==> src/rtl/game_countdown_timer.sv <==
`default_nettype none
// ============================================================================
// Module   : game_countdown_timer
// Purpose  : Round countdown timer. Counts down a loadable number of whole
//            seconds from the 1 ms strobe, with start / pause / reload, and
//            reports the remaining time in binary and as two BCD digits.
//            Raises a one-cycle expiry pulse plus a sticky expired flag.
// Ports    :
//   clk_40MHz      in   system clock, rising edge
//   rst            in   asynchronous active-low reset
//   one_milli_tick in   single-cycle 1 ms strobe
//   load           in   reload seconds_left from load_seconds, go IDLE
//   load_seconds   in   reload value (clamped to 99)
//   start          in   begin / resume counting
//   pause          in   freeze counting
//   seconds_left   out  remaining whole seconds, binary
//   bcd_tens       out  tens digit of seconds_left (one cycle behind)
//   bcd_ones       out  ones digit of seconds_left (one cycle behind)
//   running        out  high while counting
//   expired        out  sticky, high once the round has run out
//   expire_pulse   out  one-cycle pulse on expiry
// Revision : 1.0 - initial release
// ============================================================================
module game_countdown_timer #(
  parameter int TICKS_PER_SEC   = 1000,
  parameter int SEC_W           = 7,
  parameter int DEFAULT_SECONDS = 60
) (
  input  logic             clk_40MHz,
  input  logic             rst,
  input  logic             one_milli_tick,
  input  logic             load,
  input  logic [SEC_W-1:0] load_seconds,
  input  logic             start,
  input  logic             pause,
  output logic [SEC_W-1:0] seconds_left,
  output logic [3:0]       bcd_tens,
  output logic [3:0]       bcd_ones,
  output logic             running,
  output logic             expired,
  output logic             expire_pulse
);

  localparam int               MS_W        = (TICKS_PER_SEC > 1) ? $clog2(TICKS_PER_SEC) : 1;
  localparam logic [MS_W-1:0]  MS_LAST     = MS_W'(TICKS_PER_SEC - 1);
  localparam logic [SEC_W-1:0] SEC_MAX     = SEC_W'(99);
  localparam logic [SEC_W-1:0] SEC_DEFAULT = SEC_W'(DEFAULT_SECONDS);
  localparam logic [SEC_W-1:0] SEC_TEN     = SEC_W'(10);
  localparam logic [3:0]       DEF_TENS    = 4'(DEFAULT_SECONDS / 10);
  localparam logic [3:0]       DEF_ONES    = 4'(DEFAULT_SECONDS % 10);

  typedef enum logic [1:0] {
    ST_IDLE  = 2'd0,
    ST_RUN   = 2'd1,
    ST_PAUSE = 2'd2,
    ST_DONE  = 2'd3
  } state_t;

  state_t           state;
  state_t           state_nxt;
  logic [MS_W-1:0]  ms_cnt;
  logic [MS_W-1:0]  ms_cnt_nxt;
  logic [SEC_W-1:0] sec_nxt;
  logic [SEC_W-1:0] load_clamped;
  logic             pulse_nxt;

  always_comb begin
    load_clamped = (load_seconds > SEC_MAX) ? SEC_MAX : load_seconds;
  end

  // Next-state logic. load overrides everything; otherwise each state only
  // reacts to the requests that are meaningful for it.
  always_comb begin
    state_nxt  = state;
    ms_cnt_nxt = ms_cnt;
    sec_nxt    = seconds_left;

    if (load) begin
      state_nxt  = ST_IDLE;
      ms_cnt_nxt = '0;
      sec_nxt    = load_clamped;
    end else begin
      case (state)
        ST_IDLE: begin
          // pause has no meaning before the round starts, so it never
          // blocks a start here.
          if (start) begin
            state_nxt = (seconds_left == '0) ? ST_DONE : ST_RUN;
          end
        end
        ST_RUN: begin
          // A pause freezes the partial second exactly; any coincident
          // tick is dropped.
          if (pause) begin
            state_nxt = ST_PAUSE;
          end else if (one_milli_tick) begin
            if (ms_cnt == MS_LAST) begin
              ms_cnt_nxt = '0;
              if (seconds_left != '0) begin
                sec_nxt = seconds_left - SEC_W'(1);
              end
              if (seconds_left <= SEC_W'(1)) begin
                state_nxt = ST_DONE;
              end
            end else begin
              ms_cnt_nxt = ms_cnt + MS_W'(1);
            end
          end
        end
        ST_PAUSE: begin
          if (start && !pause) begin
            state_nxt = ST_RUN;
          end
        end
        ST_DONE: begin
          sec_nxt = '0;
        end
        default: begin
          state_nxt = ST_IDLE;
        end
      endcase
    end

    pulse_nxt = (state_nxt == ST_DONE) && (state != ST_DONE);
  end

  always_ff @(posedge clk_40MHz or negedge rst) begin
    if (!rst) begin
      state        <= ST_IDLE;
      ms_cnt       <= '0;
      seconds_left <= SEC_DEFAULT;
      expire_pulse <= 1'b0;
      bcd_tens     <= DEF_TENS;
      bcd_ones     <= DEF_ONES;
    end else begin
      state        <= state_nxt;
      ms_cnt       <= ms_cnt_nxt;
      seconds_left <= sec_nxt;
      expire_pulse <= pulse_nxt;
      // Digits follow the registered binary value, hence one cycle behind.
      bcd_tens     <= 4'(seconds_left / SEC_TEN);
      bcd_ones     <= 4'(seconds_left % SEC_TEN);
    end
  end

  assign running = (state == ST_RUN);
  assign expired = (state == ST_DONE);

endmodule
`default_nettype wire
==> config.mk <==
export PLATFORM = sky130hd
export DESIGN_NAME = game_countdown_timer
export DESIGN_NICKNAME = d
export VERILOG_FILES = /design/src/rtl/game_countdown_timer.sv
export SDC_FILE = /design/constraint.sdc
export NUM_CORES = 1
export LEC_CHECK = 0
export CELL_PAD_IN_SITES_DETAIL_PLACEMENT = 1
export CELL_PAD_IN_SITES_GLOBAL_PLACEMENT = 2
export CORE_MARGIN = 2
export CORE_UTILIZATION = 32
export CTS_CLUSTER_DIAMETER = 30
export DETAILED_ROUTE_END_ITERATION = 6
export GPL_TIMING_DRIVEN = 0
export PLACE_DENSITY = 0.8
export SLEW_MARGIN = 20
export SYNTH_ARGS = -nofsm -noshare
export SYNTH_HDL_FRONTEND = slang
export SYNTH_SLANG_ARGS = --single-unit
==> constraint.sdc <==
create_clock -name clk_40MHz -period 3 [get_ports clk_40MHz]
set_input_delay 0.6 -clock clk_40MHz [delete_from_list [all_inputs] [get_ports clk_40MHz]]
set_output_delay 0.6 -clock clk_40MHz [all_outputs]
set_load 0.02 [all_outputs]
==> metrics.txt <==
Final Hold Fails 0; syn nets 236; Num CTS Buffers 3; most frequent cells after synthesis 25 x nor2_1, 22 x dfrtp_1, 21 x nand2_1, 13 x a21oi_1, 11 x o21ai_0; Residual DRC 0; Antenna Cells 0; Req. time, crit path 3190 ps; Critical Path Stages 11; Startpoint Class register; Starting Density 32.83%; Slew HR 57.42%; area leader, netlist dfrtp_1; final antenna-violating net count 0; gr usage total 17.16%; WS Path Type reg -> reg; slowest CP cell dfstp_2; Detailed Place HPWL 3843 um; routed vias/inst 5.465; synthesized area 1921 um2; WP buf/inv 3; synth warn 0; CTS Sinks 28; maxcap violations 0; R2R depth 11; Fmax achieved 0.3501 GHz; I/O Pins 31; Hold Path Class in -> async; clk buf depth 2; Synth cell types 61; CTS H-tree depth 1; Tot Pwr 0.001295 W; Via Count 1787; CP max stage delay 560 ps; asr flop ratio synth 100.0%; pin count of the biggest net entering global routing 29; Area contributors post-synth dfrtp_1 29%, dfstp_2 8.2%, nor2_1 4.9%; NumNets Final 272; fin. max-slew vios 0; GPL Wtd Cong 0.7694; Fin Setup TNS 0 ps; wire per inst 15.98 um; initial antenna violation count 0; Leakage Power 0.9713 nW; WL final 5226 um; Worst setup EP type register; status completed; DR pass1 iterations 4; Primary FF master, synth dfrtp_1; Clock transition at path regs 100 ps; global route total overflow 0; register area share after synthesis 36.87%; Rows 28; Peak VDD IR 0.0002613 V; worst path cell trace clkbuf_4 -> buf_6 -> xnor2_1 -> o21ai_0 -> a21oi_1 -> ha_2 -> clkbuf_4 -> a2bb2oi_1 -> o211ai_1 -> nor4_4 -> mux2i_1; first-pass GRT wire length 8804 um; most common cell in the synthesized netlist nor2_1; core area 5851 um2; IO buf count 30; Syn Area/Cell 8.851 um2; Clock Latency Late Sink 280 ps; DIE AREA 6637 um2; TritonCTS clock tree yes; Post-synth EDFFs 0; area share of the largest cell type after synthesis 28.66%; vias in the first global route 1793; layout cells sized above 1 13.89%; clk root buf clkbuf_8; Worst path top cell family by delay compound AO/OA/AOI/OAI gates; height of the die 81.47 um; CP dominant cell by count clkbuf_4; power per cell area 533.6 nW/um2; crit share post-route 95.22%; worst-margin pin slew 636.3 ps; initial drt markers 52; min cycle time layout 2856 ps; endpoints failing setup 0; die width 81.47 um; flop-to-flop setup slack 140 ps; Crit path arrival time 3050 ps; Max Fanout on Critical Path 10; Yosys reg bits 28; Mapped Cells 217; clock skew 4.829 ps; Area growth syn-to-layout 26.32%
[stage by stage]
step | hold WS (ps) | instance area (um2) | setup slack [ps] | utilization (%) | cells
floorplan | 304.4 | 1921 | 174.4 | - | 217
global placement | 492.0 | 2315 | -414.1 | 39.56 | 322
detailed placement | 487.5 | 2310 | -398.8 | 39.48 | 322
CTS | 355.2 | 2392 | 10.86 | 40.89 | 326
global route | 374.8 | 2426 | -15.50 | 41.47 | 327
finish | 323.0 | 2426 | 143.5 | 41.47 | 327
[path summary, 6_finish.rpt]
kind / startpoint / to
min reg2reg: seconds_left[0] / bcd_ones[0]
max reg2reg: seconds_left[4] / bcd_ones[2]
min: rst / state[0]
max in group asynchronous: rst / bcd_ones[0]
max: seconds_left[4] / bcd_ones[2]
min in group clk_40MHz: seconds_left[0] / bcd_ones[0]
[flip-flops by register name, summed over array words and instances, names as in the netlist]
signal,flops
expire_pulse,1
ms_cnt,10
seconds_left,7
state,2
bcd_ones,4
bcd_tens,4
[layout by cell type (no fill, tap or decap), types with 4 or more instances in the layout]
master           instances
nor2_1                  25
inv_1                    8
nand2_1                 21
o21ai_0                 11
ha_1                     5
o211ai_1                 5
dfrtp_1                 22
a21oi_1                 13
nand3_1                  4
dfstp_2                  6
a22o_1                   4
xor2_1                   6
xnor2_1                  8
buf_2                    4
clkdlybuf4s50_1         29
nor3_1                   5
[cell type report]
cell class | count | area, um2
sequential | 28 | 708.2
timing repair buffer | 32 | 310.3
buffer | 11 | 66.31
inverter | 8 | 30.03
clock buffer | 3 | 41.29
multi-input combinational | 169 | 1146
clock inverter | 1 | 30.03
fill | 695 | 3425
tap | 75 | 93.84
[routing by layer]
layer  share of wire (%)  up-vias  GRT usage (%)
met5                   0        -              0
met4                 1.5        0          5.424
met1                  49      888          23.63
li1                    -      857              -
met2                  47       36          27.54
met3                 3.3        6          2.747
[report_power, final]
part           switching [W]  internal, W  total (W)  leakage (nW)
sequential         0.0000320     0.000433   0.000465         0.353
combinational       0.000290     0.000234   0.000524         0.582
clock               0.000127     0.000179   0.000306        0.0357
[cell families (layout without fill, tap and decap cells)]
logic type	after synthesis	in the layout	synth area share [%]
AOI/OAI and AO/OA	66	66	24.50
xor gates and xnor gates	14	14	6.384
adders and majority gates	6	6	3.909
buffers and inverters	20	55	4.430
DFF	28	28	36.87
muxes	3	3	1.694
and+or+nand+nor	80	80	22.22
[timing repair]
| item | 4_1_cts | 5_1_grt |
|---|---|---|
| cloned | 0 | 0 |
| hold buffers | 0 | 0 |
| setup buffers | 0 | 2 |
| resized for setup | 3 | 12 |
| pin swaps | 1 | 1 |
| setup endpoints to repair | 4 | 3 |
(Power assumes the default switching activity.)
